<file path="config.mk">
export PLATFORM = sky130hd
export DESIGN_NAME = ctrl_unit
export DESIGN_NICKNAME = d
export VERILOG_FILES = /design/src/rtl/cpu_ctrl_pkg.sv /design/src/rtl/ctrl_unit.sv
export SDC_FILE = /design/constraint.sdc
export NUM_CORES = 1
export LEC_CHECK = 0
export CORE_MARGIN = 5
export CORE_UTILIZATION = 42
export CTS_CLUSTER_DIAMETER = 120
export CTS_CLUSTER_SIZE = 28
export DETAILED_ROUTE_END_ITERATION = 10
export PLACE_DENSITY = 0.85
export SLEW_MARGIN = 30
export SYNTH_ARGS = -nofsm -noshare
export SYNTH_HDL_FRONTEND = slang
export SYNTH_SLANG_ARGS = --single-unit
export TNS_END_PERCENT = 20
</file>
<file path="constraint.sdc">
create_clock -name clk -period 1.8 [get_ports clk]
set_clock_uncertainty 0.05 [all_clocks]
set_input_delay 0.27 -clock clk [delete_from_list [all_inputs] [get_ports clk]]
set_output_delay 0.27 -clock clk [all_outputs]
set_load 0.1 [all_outputs]
</file>
<file path="src/rtl/cpu_ctrl_pkg.sv">
// Shared control-unit definitions: FSM state encoding, instruction fields,
// datapath mux selects and ALU operation codes.
package cpu_ctrl_pkg;

    typedef enum logic [4:0] {
        ST_RESET     = 5'd0,
        ST_FETCH0    = 5'd1,
        ST_FETCH1    = 5'd2,
        ST_FETCH2    = 5'd3,
        ST_DECODE    = 5'd4,
        ST_R_EXEC    = 5'd5,
        ST_R_WB      = 5'd6,
        ST_JR        = 5'd7,
        ST_ADDI_EXEC = 5'd8,
        ST_ADDI_WB   = 5'd9,
        ST_MEM_ADDR  = 5'd10,
        ST_SW        = 5'd11,
        ST_LW0       = 5'd12,
        ST_LW1       = 5'd13,
        ST_LW2       = 5'd14,
        ST_LW_WB     = 5'd15,
        ST_BRANCH    = 5'd16,
        ST_J         = 5'd17,
        ST_JAL       = 5'd18,
        ST_EXC0      = 5'd19,
        ST_EXC1      = 5'd20,
        ST_EXC2      = 5'd21,
        ST_EXC3      = 5'd22,
        ST_EXC4      = 5'd23
    } state_t;

    localparam logic [5:0] OP_RTYPE = 6'h00;
    localparam logic [5:0] OP_J     = 6'h02;
    localparam logic [5:0] OP_JAL   = 6'h03;
    localparam logic [5:0] OP_BEQ   = 6'h04;
    localparam logic [5:0] OP_BNE   = 6'h05;
    localparam logic [5:0] OP_ADDI  = 6'h08;
    localparam logic [5:0] OP_LW    = 6'h23;
    localparam logic [5:0] OP_SW    = 6'h2B;

    localparam logic [5:0] FN_JR  = 6'h08;
    localparam logic [5:0] FN_ADD = 6'h20;
    localparam logic [5:0] FN_SUB = 6'h22;
    localparam logic [5:0] FN_AND = 6'h24;

    localparam logic [1:0] IORD_PC     = 2'd0;
    localparam logic [1:0] IORD_ERR    = 2'd1;
    localparam logic [1:0] IORD_ALUOUT = 2'd2;

    localparam logic [1:0] ERR_OPC = 2'd0;
    localparam logic [1:0] ERR_OVF = 2'd1;

    localparam logic [2:0] REGDST_RT = 3'd0;
    localparam logic [2:0] REGDST_RD = 3'd1;
    localparam logic [2:0] REGDST_RA = 3'd2;

    localparam logic [3:0] MEMTOREG_ALUOUT = 4'd1;
    localparam logic [3:0] MEMTOREG_PC     = 4'd8;
    localparam logic [3:0] MEMTOREG_LOAD   = 4'd9;

    localparam logic       SRCA_PC = 1'b0;
    localparam logic       SRCA_A  = 1'b1;

    localparam logic [1:0] SRCB_B        = 2'd0;
    localparam logic [1:0] SRCB_FOUR     = 2'd1;
    localparam logic [1:0] SRCB_SEXT     = 2'd2;
    localparam logic [1:0] SRCB_SEXT_SH2 = 2'd3;

    localparam logic [2:0] PCSRC_ALU    = 3'd0;
    localparam logic [2:0] PCSRC_ALUOUT = 3'd2;
    localparam logic [2:0] PCSRC_A      = 3'd3;
    localparam logic [2:0] PCSRC_JUMP   = 3'd4;
    localparam logic [2:0] PCSRC_LOAD   = 3'd5;

    localparam logic [2:0] ALU_ADD = 3'b001;
    localparam logic [2:0] ALU_SUB = 3'b010;
    localparam logic [2:0] ALU_AND = 3'b011;

    localparam logic [1:0] SIZE_WORD   = 2'd0;
    localparam logic [1:0] SIZE_BYTE   = 2'd2;
    localparam logic [1:0] MUXSHF_NONE = 2'd0;

    function automatic logic is_supported(input logic [5:0] op, input logic [5:0] fn);
        logic ok;
        case (op)
            OP_RTYPE: ok = (fn == FN_ADD) || (fn == FN_SUB) || (fn == FN_AND) || (fn == FN_JR);
            OP_J, OP_JAL, OP_BEQ, OP_BNE, OP_ADDI, OP_LW, OP_SW: ok = 1'b1;
            default:  ok = 1'b0;
        endcase
        return ok;
    endfunction

    function automatic logic [2:0] alu_op_for_funct(input logic [5:0] fn);
        logic [2:0] op;
        case (fn)
            FN_SUB:  op = ALU_SUB;
            FN_AND:  op = ALU_AND;
            default: op = ALU_ADD;
        endcase
        return op;
    endfunction

endpackage

</file>
<file path="src/rtl/ctrl_unit.sv">
// Multicycle MIPS-subset control unit: Moore FSM whose strobes are decoded
// from the registered state (plus IR fields and, for branches, ULA_EQ).
module ctrl_unit
    import cpu_ctrl_pkg::*;
(
    input  logic       clk,
    input  logic       rst,
    input  logic [5:0] OPCODE,
    input  logic [5:0] FUNCT,
    input  logic       ULA_OVERFLOW,
    input  logic       ULA_ZERO,
    input  logic       ULA_EQ,
    output logic       PC_w,
    output logic       crtl_memwrite,
    output logic       crtl_irwrite,
    output logic       crtl_regwrite,
    output logic       crtl_ulasrca,
    output logic       crtl_memDataRegWrite,
    output logic       crtl_rega,
    output logic       crtl_regb,
    output logic       crtl_regaluout,
    output logic       crtl_regepc,
    output logic [1:0] crtl_error,
    output logic [1:0] crtl_iord,
    output logic [2:0] crtl_regdst,
    output logic [3:0] crtl_memtoreg,
    output logic [1:0] crtl_ulasrcb,
    output logic [2:0] crtl_pcsource,
    output logic [1:0] crtl_ls,
    output logic [1:0] crtl_ss,
    output logic [1:0] crtl_muxshf,
    output logic [2:0] ULA_CRTL_out
);

    state_t state_q;
    state_t state_d;
    logic   unused_zero_s;

    assign unused_zero_s = ULA_ZERO;

    // State register with synchronous reset
    always_ff @(posedge clk) begin
        if (rst) begin
            state_q <= ST_RESET;
        end else begin
            state_q <= state_d;
        end
    end

    // Next-state decode
    always_comb begin
        state_d = state_q;
        case (state_q)
            ST_RESET:  state_d = ST_FETCH0;
            ST_FETCH0: state_d = ST_FETCH1;
            ST_FETCH1: state_d = ST_FETCH2;
            ST_FETCH2: state_d = ST_DECODE;
            ST_DECODE: begin
                if (!is_supported(OPCODE, FUNCT)) begin
                    state_d = ST_EXC0;
                end else begin
                    case (OPCODE)
                        OP_RTYPE:     state_d = (FUNCT == FN_JR) ? ST_JR : ST_R_EXEC;
                        OP_ADDI:      state_d = ST_ADDI_EXEC;
                        OP_LW, OP_SW: state_d = ST_MEM_ADDR;
                        OP_BEQ, OP_BNE: state_d = ST_BRANCH;
                        OP_J:         state_d = ST_J;
                        OP_JAL:       state_d = ST_JAL;
                        default:      state_d = ST_EXC0;
                    endcase
                end
            end
            // "and" cannot overflow, so only add/sub divert to the exception path
            ST_R_EXEC: begin
                if (ULA_OVERFLOW && ((FUNCT == FN_ADD) || (FUNCT == FN_SUB))) begin
                    state_d = ST_EXC0;
                end else begin
                    state_d = ST_R_WB;
                end
            end
            ST_ADDI_EXEC: state_d = ULA_OVERFLOW ? ST_EXC0 : ST_ADDI_WB;
            ST_MEM_ADDR:  state_d = (OPCODE == OP_SW) ? ST_SW : ST_LW0;
            ST_LW0:       state_d = ST_LW1;
            ST_LW1:       state_d = ST_LW2;
            ST_LW2:       state_d = ST_LW_WB;
            ST_EXC0:      state_d = ST_EXC1;
            ST_EXC1:      state_d = ST_EXC2;
            ST_EXC2:      state_d = ST_EXC3;
            ST_EXC3:      state_d = ST_EXC4;
            ST_R_WB, ST_JR, ST_ADDI_WB, ST_SW, ST_LW_WB,
            ST_BRANCH, ST_J, ST_JAL, ST_EXC4: state_d = ST_FETCH0;
            default:      state_d = ST_RESET;
        endcase
    end

    // Output decode
    always_comb begin
        PC_w                 = 1'b0;
        crtl_memwrite        = 1'b0;
        crtl_irwrite         = 1'b0;
        crtl_regwrite        = 1'b0;
        crtl_ulasrca         = SRCA_PC;
        crtl_memDataRegWrite = 1'b0;
        crtl_rega            = 1'b0;
        crtl_regb            = 1'b0;
        crtl_regaluout       = 1'b0;
        crtl_regepc          = 1'b0;
        crtl_error           = 2'd0;
        crtl_iord            = IORD_PC;
        crtl_regdst          = 3'd0;
        crtl_memtoreg        = 4'd0;
        crtl_ulasrcb         = 2'd0;
        crtl_pcsource        = 3'd0;
        crtl_ls              = 2'd0;
        crtl_ss              = 2'd0;
        crtl_muxshf          = MUXSHF_NONE;
        ULA_CRTL_out         = 3'd0;
        case (state_q)
            ST_FETCH0, ST_FETCH1: begin
                crtl_iord    = IORD_PC;
                crtl_ulasrca = SRCA_PC;
                crtl_ulasrcb = SRCB_FOUR;
                ULA_CRTL_out = ALU_ADD;
            end
            // ALU keeps producing PC+4 so the PC write picks it up directly
            ST_FETCH2: begin
                crtl_ulasrca  = SRCA_PC;
                crtl_ulasrcb  = SRCB_FOUR;
                ULA_CRTL_out  = ALU_ADD;
                crtl_irwrite  = 1'b1;
                PC_w          = 1'b1;
                crtl_pcsource = PCSRC_ALU;
            end
            ST_DECODE: begin
                crtl_rega      = 1'b1;
                crtl_regb      = 1'b1;
                crtl_ulasrca   = SRCA_PC;
                crtl_ulasrcb   = SRCB_SEXT_SH2;
                ULA_CRTL_out   = ALU_ADD;
                crtl_regaluout = 1'b1;
            end
            ST_R_EXEC: begin
                crtl_ulasrca   = SRCA_A;
                crtl_ulasrcb   = SRCB_B;
                ULA_CRTL_out   = alu_op_for_funct(FUNCT);
                crtl_regaluout = 1'b1;
            end
            ST_R_WB: begin
                crtl_regdst   = REGDST_RD;
                crtl_memtoreg = MEMTOREG_ALUOUT;
                crtl_regwrite = 1'b1;
            end
            ST_JR: begin
                crtl_pcsource = PCSRC_A;
                PC_w          = 1'b1;
            end
            ST_ADDI_EXEC, ST_MEM_ADDR: begin
                crtl_ulasrca   = SRCA_A;
                crtl_ulasrcb   = SRCB_SEXT;
                ULA_CRTL_out   = ALU_ADD;
                crtl_regaluout = 1'b1;
            end
            ST_ADDI_WB: begin
                crtl_regdst   = REGDST_RT;
                crtl_memtoreg = MEMTOREG_ALUOUT;
                crtl_regwrite = 1'b1;
            end
            ST_SW: begin
                crtl_iord     = IORD_ALUOUT;
                crtl_memwrite = 1'b1;
                crtl_ss       = SIZE_WORD;
            end
            ST_LW0, ST_LW1: crtl_iord = IORD_ALUOUT;
            ST_LW2:         crtl_memDataRegWrite = 1'b1;
            ST_LW_WB: begin
                crtl_regdst   = REGDST_RT;
                crtl_memtoreg = MEMTOREG_LOAD;
                crtl_ls       = SIZE_WORD;
                crtl_regwrite = 1'b1;
            end
            ST_BRANCH: begin
                crtl_ulasrca  = SRCA_A;
                crtl_ulasrcb  = SRCB_B;
                ULA_CRTL_out  = ALU_SUB;
                crtl_pcsource = PCSRC_ALUOUT;
                PC_w          = (OPCODE == OP_BEQ) ? ULA_EQ : ~ULA_EQ;
            end
            ST_J: begin
                crtl_pcsource = PCSRC_JUMP;
                PC_w          = 1'b1;
            end
            ST_JAL: begin
                crtl_regdst   = REGDST_RA;
                crtl_memtoreg = MEMTOREG_PC;
                crtl_regwrite = 1'b1;
                crtl_pcsource = PCSRC_JUMP;
                PC_w          = 1'b1;
            end
            ST_EXC0: begin
                crtl_ulasrca = SRCA_PC;
                crtl_ulasrcb = SRCB_FOUR;
                ULA_CRTL_out = ALU_SUB;
                crtl_regepc  = 1'b1;
            end
            // IR is stable through the handler, so the cause follows from it
            ST_EXC1, ST_EXC2: begin
                crtl_iord  = IORD_ERR;
                crtl_error = is_supported(OPCODE, FUNCT) ? ERR_OVF : ERR_OPC;
            end
            ST_EXC3: crtl_memDataRegWrite = 1'b1;
            ST_EXC4: begin
                crtl_ls       = SIZE_BYTE;
                crtl_pcsource = PCSRC_LOAD;
                PC_w          = 1'b1;
            end
            default: begin
                PC_w = 1'b0;
            end
        endcase
    end

endmodule

</file>
==> run metrics <==
outcome=finished with violations; failing checks=negative setup slack; PnR worst setup slack=-195 ps; Rows=19; Worst EP required=1900 ps; Critical Path Sink Type=register; worst hold margin=581 ps; Cells after DPL=271; wire length on met1=2390 um; routed via count=1997; clock root cell=clkbuf_4; Most used DFF post-synth=dfxtp_1; worst-skew pair later-pin latency=250 ps; share of the synthesized area in the top cell type=0.0868; pin count of the biggest net entering global routing=18; min Tclk post-route=2000 ps; RSZ-0062 raised after global routing=true; total global-route track usage=0.338; starting density of the core=0.431; clk slew on worst S/H paths=50 ps; Achievable Freq=0.501 GHz; CTS Hold Bufs=0; fill count=84; Num CTS Buffers=3; Die Width=62.7 um; routed len/inst=25.8 um; register area=114 um2; met2 wire length=3430 um; share of layout cells above drive strength 1=0.624; Final Hold Fails=0; via/cell ratio=6.98; P_int=505 uW; crit path kind=input port to register; Area Overhead vs Synth=117%; DRT Pass-1 Iters=5; Largest register FFs=5; Seq pwr share=0.118; post-route clock period utilization=1.11; initial antenna violation count=0; synthesized flop and latch total=5; library cells used by synthesis=59; Rel. slew slack=0.632; vias in the first global route=1968; Mapped Cells=177; initial DRC count=180; post-DP HPWL=3970 um; Post-Syn Area=1170 um2; Setup Viol. Count Final=17; Max Used Layer=met4; Slew Viols, Final=0; biggest registers after layout=state_q x5; post-route antenna net violation count=0; crit start category=input port; IO Pins=52; sequential share of the synthesized area=0.0857; die area=3930 um2; Clock Sinks=5; actual slew at the worst max-slew pin=551 ps; sw frac=0.566; number of synthesized flops with an enable pin=0; warnings from Yosys=0; Combinational Power Share=0.760; Finished Layout Cells=286; CTS tree=built; remaining global-route overflow=0; overall power=1160 uW; clock tree buffer depth=2; max-cap violation count=0; first-pass GRT wire length=10800 um; drt drc=0; sw power=658 uW; number of port buffers=40; routability cong.=1.08; n_diodes=0; Power Dens Cells=458 nW/um2; core box area=2710 um2; area leader, netlist=nor2_1; Worst IR Drop VDD=0.574 mV; htree depth=1; Final #Nets=273; clock power share=0.122; ys async rst share=0; worst-path maximum fanout=4; Hold Path Class=input port to register; routed wl met3=831 um; area of the multi-input gates=1320 um2; reg2reg setup slack=-70 ps; total wire length=7380 um; Die H=62.7 um; arrival time at the worst endpoint=2100 ps; P_leak=0.000964 uW; ranking of synthesized cells by area=nor2_1 (8.7%), dfxtp_1 (8.6%), buf_4 (7.1%), nand2_1 (5.5%), a21oi_1 (5.1%); most flop-heavy register=state_q; Mapped Avg Cell Area=6.60 um2
-- worst paths after layout --
| kind | start | endpoint | cells after the start |
|---|---|---|---|
| setup / recovery | OPCODE[0] | state_q[1] | 9 |
| hold reg to reg | state_q[3] | state_q[3] | 2 |
| hold / removal | OPCODE[5] | state_q[2] | 5 |
| setup reg to reg | state_q[4] | state_q[1] | 7 |
-- synthesized netlist by cell type (2+ instances only) --
| cell | instances |
|---|---|
| o22a_1 | 3 |
| nand2b_1 | 4 |
| o21a_1 | 2 |
| o21ai_0 | 10 |
| a211oi_1 | 3 |
| nor4_1 | 2 |
| a21oi_1 | 12 |
| dfxtp_1 | 5 |
| o22ai_1 | 3 |
| nor2_1 | 27 |
| xnor2_1 | 2 |
| nand3_1 | 3 |
| xor2_1 | 3 |
| or3b_2 | 2 |
| buf_4 | 11 |
| nor3b_1 | 2 |
| nand2_1 | 17 |
| inv_1 | 2 |
| clkbuf_8 | 2 |
| a31oi_1 | 5 |
| buf_6 | 2 |
| nor2b_1 | 3 |
| a221oi_1 | 2 |
| nor3_1 | 9 |
| clkbuf_1 | 4 |
| buf_2 | 4 |
-- routing by layer --
layer | GRT usage | vias up
li1 | - | 789
met2 | 0.587 | 219
met3 | 0.0719 | 84
met4 | 0.218 | 0
met5 | 0 | -
met1 | 0.365 | 905
-- logic make-up (layout without fill, tap and decap cells) --
| group | after synthesis | count (layout) | synth area share |
|---|---|---|---|
| AOI/OAI and AO/OA | 53 | 53 | 0.326 |
| buffers and inverters | 27 | 96 | 0.156 |
| DFF | 5 | 5 | 0.0857 |
| and+or+nand+nor | 85 | 85 | 0.383 |
| xor gates and xnor gates | 5 | 5 | 0.0375 |
| adders and majority gates | 1 | 1 | 0.00857 |
| other | 1 | 10 | 0.00321 |
-- cell type report --
cell class	count	share of cell area
Timing Repair Buffer	89	0.404
Multi-Input combinational cell	154	0.519
Sequential cell	5	0.0448
Tap cell	31	0.0153
Clock buffer	4	0.0103
Inverter	3	0.00690
-- worst max-delay path, stage by stage --
cell and delay [ps]:
dlygate4sd2_1 310, nor2_4 180, nand4b_1 260, buf_4 220, buf_4 130, buf_4 120
buf_4 120, o221a_2 300, o22ai_1 180
-- stage by stage --
stage	util	TNS, ps	setup WS, ps	cell area, um2
CTS	0.916	-336	-81.8	2480
detailed placement	0.839	-3330	-538	2270
global route	0.937	-2010	-204	2540
global placement	0.839	-2580	-403	2270
finish	0.937	-1430	-195	2540
floorplan	-	-2430	-237	1530
-- placed cells by master, fill, tap and decap left out, types with 4 or more instances in the layout --
cell / instances
a21oi_1: 7
buf_12: 27
buf_2: 6
buf_4: 43
buf_6: 5
conb_1: 10
dlygate4sd2_1: 4
nand2_1: 12
nor2_1: 9
nor2_2: 5
nor2_4: 13
nor3_4: 4
o21ai_0: 6
-- what timing repair did --
action	CTS	global route
pin swaps	18	5
setup endpoints to repair	27	24
resized for setup	75	11
buffers inserted	10	1
-- power groups by stage --
stage | Sequential [uW] | Clock, uW | Combinational [uW]
floorplan | 125 | 0 | 556
global route | 138 | 145 | 910
detailed placement | 138 | 0 | 777
CTS | 135 | 134 | 820
finish | 137 | 142 | 883
global placement | 137 | 0 | 752
(Power assumes the default switching activity.)
